File: src/rtl/spi_pkg.sv
// Shared SPI datapath definitions: default word width and shift-direction encoding.
package spi_pkg;

    localparam int unsigned SPI_WORD_W = 8;

    typedef enum logic {
        MSB_FIRST = 1'b0,
        LSB_FIRST = 1'b1
    } shift_dir_e;

endpackage

File: src/rtl/shift_bit_counter.sv
// Modulo-N bit counter with a terminal-count flag; reusable by the SPI controller.
module shift_bit_counter #(
    parameter int unsigned modulus = 8,
    parameter int unsigned cnt_w   = (modulus > 1) ? $clog2(modulus) : 1
) (
    input  logic clk,
    input  logic rst,
    input  logic en,
    output logic terminal
);

    localparam logic [cnt_w-1:0] LAST = cnt_w'(modulus - 1);

    logic [cnt_w-1:0] count;

    always_ff @(posedge clk or posedge rst) begin
        if (rst) begin
            count <= '0;
        end else if (en) begin
            count <= (count == LAST) ? '0 : count + 1'b1;
        end
    end

    assign terminal = (count == LAST);

endmodule

File: src/rtl/shift_reg_n.sv
// Serial-in/parallel-out shift register with serial-out tap and word-complete strobe.
module shift_reg_n
    import spi_pkg::*;
#(
    parameter int unsigned           data_width  = SPI_WORD_W,
    parameter bit                    lsb_first   = 1'b0,
    parameter logic [data_width-1:0] reset_value = '0
) (
    input  logic                  clk,
    input  logic                  rstn,
    input  logic                  shift_en,
    input  logic                  data_in,
    output logic [data_width-1:0] data_out,
    output logic                  serial_out,
    output logic                  word_valid
);

    localparam shift_dir_e DIR = lsb_first ? LSB_FIRST : MSB_FIRST;

    logic [data_width-1:0] shifted;
    logic                  last_bit;

    shift_bit_counter #(
        .modulus (data_width),
        .cnt_w   ($clog2(data_width))
    ) u_bit_counter (
        .clk      (clk),
        .rst      (rstn),
        .en       (shift_en),
        .terminal (last_bit)
    );

    always_comb begin
        shifted = data_out;
        if (DIR == LSB_FIRST) begin
            shifted = {data_in, data_out[data_width-1:1]};
        end else begin
            shifted = {data_out[data_width-2:0], data_in};
        end
    end

    // The strobe lands on the same edge that writes the final bit, so it
    // coincides with data_out holding the complete word.
    always_ff @(posedge clk or posedge rstn) begin
        if (rstn) begin
            data_out   <= reset_value;
            word_valid <= 1'b0;
        end else begin
            word_valid <= shift_en & last_bit;
            if (shift_en) begin
                data_out <= shifted;
            end
        end
    end

    assign serial_out = (DIR == LSB_FIRST) ? data_out[0] : data_out[data_width-1];

endmodule

File: config.mk
export PLATFORM = sky130hd
export DESIGN_NAME = shift_reg_n
export DESIGN_NICKNAME = d
export VERILOG_FILES = /design/src/rtl/spi_pkg.sv /design/src/rtl/shift_bit_counter.sv /design/src/rtl/shift_reg_n.sv
export SDC_FILE = /design/constraint.sdc
export NUM_CORES = 1
export LEC_CHECK = 0
export BUFFER_PORTS_ARGS = -buffer_cell sky130_fd_sc_hd__buf_2
export CELL_PAD_IN_SITES_DETAIL_PLACEMENT = 0
export CELL_PAD_IN_SITES_GLOBAL_PLACEMENT = 1
export CORE_MARGIN = 4
export CORE_UTILIZATION = 38
export CTS_CLUSTER_DIAMETER = 150
export CTS_CLUSTER_SIZE = 16
export DETAILED_ROUTE_END_ITERATION = 12
export HOLD_SLACK_MARGIN = 0.15
export PLACE_DENSITY = 0.74
export SLEW_MARGIN = 5
export SYNTH_ARGS = -nofsm -noshare
export SYNTH_HDL_FRONTEND = slang
export SYNTH_SLANG_ARGS = --single-unit
File: constraint.sdc
create_clock -name clk -period 1.45 [get_ports clk]
set_input_delay 0.2175 -clock clk [delete_from_list [all_inputs] [get_ports clk]]
set_output_delay 0.2175 -clock clk [all_outputs]
set_load 0.05 [all_outputs]
==> results of run 1 <==
sequential cells by signal (all words and copies together) (netlist names):
| name | flops |
|---|---|
| data_out | 8 |
| u_bit_counter.count | 3 |
| word_valid | 1 |
repair_timing:
action,in CTS,in global routing
hold buffers,1,0
endpoints found under the hold margin,12,0
setup endpoints to repair,0,0
layer usage:
metal	up-vias	global-route usage, %	share of wire [%]
li1	139	-	-
met1	146	9.45	37
met2	14	16.9	48
met3	4	3.59	11
met4	0	12.3	4.2
met5	-	0	0
final cells by class:
class	count	area (sq um)	area share [%]
Timing Repair Buffer	14	75.1	12.0
Clock buffer	4	36.3	5.81
Tap cell	14	17.5	2.81
Sequential cell	12	300	48.1
Inverter	2	7.51	1.20
Multi-Input combinational cell	16	188	30.1
Yosys cell counts, drive strengths merged:
| master | number | area share, % |
|---|---|---|
| o21ai | 1 | 0.97 |
| nor2 | 1 | 0.73 |
| dfrtp | 12 | 58 |
| inv | 2 | 1.5 |
| nand3b | 1 | 1.5 |
| mux2 | 10 | 27 |
| and2 | 1 | 1.5 |
| buf | 2 | 3.7 |
| ha | 2 | 4.9 |
stage by stage:
stage | hold slack, ns | power [mW]
global route | 0.174 | 1.43
CTS | 0.171 | 1.38
finish | 0.174 | 1.35
detailed placement | 0.242 | 1.11
global placement | 0.219 | 1.07
floorplan | 0.0822 | 0.986
worst max-delay path, delay by kind of cell (launching register included):
| family | cells | cell delay (ns) |
|---|---|---|
| DFF | 1 | 0.40 |
| muxes | 1 | 0.26 |
| adders and majority gates | 2 | 0.47 |
power by group:
group          switching (mW)  internal, mW
sequential             0.0701         0.442
clock                   0.110         0.153
combinational           0.383         0.196
total                   0.563         0.791
logic make-up (layout without fill, tap and decap cells):
| logic type | count (synthesis) | count (layout) | share of synthesized area (%) |
|---|---|---|---|
| flops | 12 | 12 | 58.4 |
| simple gates | 3 | 3 | 3.65 |
| fa+ha+maj | 2 | 2 | 4.87 |
| buf+inv | 4 | 20 | 5.11 |
| mux | 10 | 10 | 27.0 |
| compound gates | 1 | 1 | 0.972 |
worst paths after layout:
path	startpoint	to	slack (ns)	cells after the start
max reg2reg	u_bit_counter.count[0]$_DFFE_PP0P_	u_bit_counter.count[2]$_DFFE_PP0P_	0.22	3
min	data_in	data_out[0]$_DFFE_PP0P_	0.17	2
max	u_bit_counter.count[0]$_DFFE_PP0P_	u_bit_counter.count[2]$_DFFE_PP0P_	0.22	3
max in group asynchronous	rstn	data_out[0]$_DFFE_PP0P_	0.66	3
min reg2reg	u_bit_counter.count[2]$_DFFE_PP0P_	u_bit_counter.count[2]$_DFFE_PP0P_	0.52	1
min in group asynchronous	rstn	data_out[7]$_DFFE_PP0P_	0.49	3
==> results.md, run 1 <==
- DR vias/cell: 4.89
- Area growth syn-to-layout: 21.4%
- CP Data Required Time: 1.61 ns
- Initial Util: 43.4%
- Final Hold Vio Count: 0
- Max Freq: 815 MHz
- Core area: 1190 sq um
- Sequential-to-total area share from yosys stat: 58.4%
- RSZ-0062 raised after global routing: false
- Max-cap violations: 0
- Vias post-DR: 303
- Post-CTS Setup Repair Bufs: 0
- Distinct cells, synth: 11
- Vias in the first global route: 356
- Syn Area/Cell: 16.1 sq um
- CP max FO: 3
- First-pass iteration count of the detailed router: 2
- TritonCTS clock tree: built
- Leakage: 0.328 nW
- Cell area after layout: 624 sq um
- Overflow after GRT: 0
- Final WL: 866 um
- Routability cong.: 0.629
- Seq cells post-synth: 12
- Mapped Nets: 38
- Most frequent cells in the layout: buf_2 (13), dfrtp_1 (12), mux2_4 (7)
- Initial antenna violation count: 0
- Power density over the cells: 2170 nW/um^2
- Post_cts resized: 0
- Setup TNS: 0 ns
- Path type of the worst setup path: register to register
- Data arrival time of the critical path: 1.39 ns
- CTS Root Cell: clkbuf_4
- Worst setup SP type: register
- Slowest-stage cell, CP: dfrtp_1
- H-tree Lvls: 1
- DR DRC count: 0
- Die Span Y: 44.8 um
- Fin crit period: 1.23 ns
- Critical path's most frequent cell: ha_1
- Port buffer count: 13
- IO Pins: 14
- Post-Syn Area: 514 sq um
- CP endpoint kind: register
- All-Layer GR Usage: 10.5%
- Outcome: finished, final reports clean
- Commonest non-fill, non-tap cell in the layout: buf_2
- Placement Setup Slack: 0.220 ns
- Final Max Tran Viols: 0
- Critical Path Max Stage Delay: 0.40 ns
- WL/cell: 14.0 um
- Clock Skew: 0.00200 ns
- Final period utilization: 84.6%
- Worst Hold Class: primary input to register
- Max VDD drop: 0.720 mV
- Placed cell count: 57
- Yosys warns: 0
- Worst slew pin tran: 0.437 ns
- DRT antenna net count: 0
- Critical path cell sequence: ha_1 -> ha_1 -> mux2_2
- Cells after Synth: 32
- Sink Count: 12
- Die area: 2010 sq um
- Num rows: 12
- CTS Buffer Depth: 2
- Layout cells sized above 1: 58.3%
- Largest net degree at the start of global routing: 14
- CTS clock-pin slew for the worst setup and hold paths: 0.07 ns
- Antenna diodes: 0
- Clock buffer count from CTS: 3
- Final worst setup slack: 0.223 ns
- Post-Route Utilization: 52.6%
- Headroom to the max-slew limit: 70.9%
- Starting DRT DRC Count: 2
- Clk_lat worst skew: 0.27 ns
- Die width: 44.8 um
- FILL cells: 106
- Non-Filler Instances: 62
- First-pass GRT wire length: 1.41 mm
- Final net count: 55
- Placed Area: 578 sq um
- Final setup fails: 0
(Power assumes the default switching activity.)
==> inputs of run 2 (changes only) <==
--- a/config.mk
+++ b/config.mk
@@ -9,12 +9,12 @@
 export CELL_PAD_IN_SITES_DETAIL_PLACEMENT = 0
 export CELL_PAD_IN_SITES_GLOBAL_PLACEMENT = 1
 export CORE_MARGIN = 4
-export CORE_UTILIZATION = 38
+export CORE_UTILIZATION = 35
 export CTS_CLUSTER_DIAMETER = 150
 export CTS_CLUSTER_SIZE = 16
 export DETAILED_ROUTE_END_ITERATION = 12
 export HOLD_SLACK_MARGIN = 0.15
-export PLACE_DENSITY = 0.74
+export PLACE_DENSITY = 0.72
 export SLEW_MARGIN = 5
 export SYNTH_ARGS = -nofsm -noshare
 export SYNTH_HDL_FRONTEND = slang
==> constraint.sdc (replaced) <==
create_clock -name clk -period 1.1 [get_ports clk]
set_input_delay 0.165 -clock clk [delete_from_list [all_inputs] [get_ports clk]]
set_output_delay 0.165 -clock clk [all_outputs]
set_load 0.05 [all_outputs]
==> run 2 against run 1 <==
  * The run now ends with negative setup slack left
  * Final cell count rose by 4.8%
  * Global-route usage decreased by 0.62 points
  * Fmax is 6.8% higher
  * Sequential cell count stayed put
  * Combinational power increased by 57%
  * Clock-buffer cell count fell by 1
  * Clock power down 5%
  * Critical path depth is the same
  * Die area increased by 7.0%
  * Critical path type unchanged
==> results.md, run 2 (synthesis gave the netlist of run 1 again) <==
- Cell area after layout: 673 sq um
- DR vias/cell: 4.86
- CTS Root Cell: clkbuf_4
- H-tree Lvls: 1
- CP max FO: 2
- Max-cap violations: 0
- Die width: 46.3 um
- Headroom to the max-slew limit: 70.5%
- All-Layer GR Usage: 9.90%
- Layout cells sized above 1: 62.0%
- First-pass iteration count of the detailed router: 2
- TritonCTS clock tree: built
- Clk_lat worst skew: 0.26 ns
- IO Pins: 14
- Max FFs per register: 8
- Power density over the cells: 2740 nW/um^2
- Antenna diodes: 0
- Final period utilization: 104%
- CP endpoint kind: register
- Outcome: finished with violations
- Final net count: 58
- Failing checks: negative setup slack
- CTS Buffer Depth: 2
- CTS clock-pin slew for the worst setup and hold paths: 0.07 ns
- Met1 wire length: 320 um
- Path type of the worst setup path: register to register
- Vias post-DR: 316
- DRT antenna net count: 0
- Biggest register: data_out
- Hold slack final: 0.364 ns
- Final Max Tran Viols: 0
- Commonest non-fill, non-tap cell in the layout: dfrtp_1
- Wire length on met2: 458 um
- Final worst setup slack: -0.0493 ns
- Overflow after GRT: 0
- Clock buffer count from CTS: 3
- Final setup fails: 1
- Area growth syn-to-layout: 30.9%
- Worst setup SP type: register
- Core area: 1350 sq um
- Final WL: 855 um
- Fin crit period: 1.15 ns
- Metal3 WL: 76 um
- Most frequent cells in the layout: dfrtp_1 (12), clkbuf_4 (10), mux2_4 (8)
- DR DRC count: 0
- Initial Util: 38.1%
- Worst slew pin tran: 0.443 ns
- Leakage: 0.341 nW
- Port buffer count: 13
- Setup TNS: -0.0493 ns
- Routability cong.: 0.622
- Clock Skew: 0.000584 ns
- Initial antenna violation count: 0
- Placed Area: 606 sq um
- Vias in the first global route: 369
- Max VDD drop: 0.982 mV
- RSZ-0062 raised after global routing: true
- Num rows: 13
- WL/cell: 13.2 um
- Max Freq: 870 MHz
- Die area: 2150 sq um
- Worst Hold Class: primary input to register
- Largest net degree at the start of global routing: 14
- Starting DRT DRC Count: 1
- Top Registers: data_out (8), u_bit_counter.count (3), word_valid (1)
- Data arrival time of the critical path: 1.29 ns
- Pwr Total: 1.84 mW
- Post-Route Utilization: 49.9%
- Sink Count: 12
- First-pass GRT wire length: 1.50 mm
- Final Hold Vio Count: 0
- Die Span Y: 46.3 um
- Dpl hpwl: 652 um
- DR top layer: met3
- CP Data Required Time: 1.24 ns
## run 2: cell types whose count changed in the layout (fill, tap and decap cells not counted), sizes merged
cell,previous run,this run
dlygate4sd3,1,2
clkbuf,4,10
buf,13,8
## run 2: repair_timing
item                                    CTS  global route
pin swaps                                 1             0
hold buffers                              2             0
endpoints found under the setup margin    1            10
resized for setup                         0             7
endpoints found under the hold margin    13             0
buffers inserted                          1             0
## run 2: where the power goes
part	switching, mW	internal (mW)	total (mW)
clock network	0.124	0.126	0.250
registers	0.104	0.583	0.687
logic	0.532	0.375	0.907
total	0.760	1.08	1.84
## run 2: path summary, 6_finish.rpt
check | start | endpoint | slack (ns) | cells after the start
max | u_bit_counter.count[0]$_DFFE_PP0P_ | u_bit_counter.count[2]$_DFFE_PP0P_ | -0.05 | 3
min | shift_en | u_bit_counter.count[1]$_DFFE_PP0P_ | 0.36 | 2
max reg2reg | u_bit_counter.count[0]$_DFFE_PP0P_ | u_bit_counter.count[2]$_DFFE_PP0P_ | -0.05 | 3
min reg2reg | data_out[7]$_DFFE_PP0P_ | data_out[7]$_DFFE_PP0P_ | 0.53 | 1
max in group asynchronous | rstn | word_valid$_DFF_PP0_ | 0.35 | 3
min in group asynchronous | rstn | data_out[4]$_DFFE_PP0P_ | 0.45 | 3
## run 2: worst max-delay path, cell delays in order (launching register included)
cell and delay [ns]:
dfrtp_1 0.38, ha_2 0.20, ha_4 0.20, mux2_4 0.25
## run 2: layout make-up
class | instances | area, sq um
inverters | 2 | 7.51
flip-flops and latches | 12 | 300
clock buffers | 3 | 22.5
repair buffers | 17 | 118
fillers | 124 | 677
multi-input cells | 16 | 206
well taps | 15 | 18.8
## run 2: stage by stage
stage                     cells  worst slack (ns)
after floorplan              32           -0.0133
after global placement       59           -0.0139
after detailed placement     59           -0.0471
after CTS                    65           -0.0482
after global routing         65           -0.0660
final                        65           -0.0493
## run 2: routing by layer
layer	vias up	track usage (%)
met3	0	2.73
met1	162	10.4
li1	144	-
met2	10	17.6
met5	-	0
met4	0	5.11
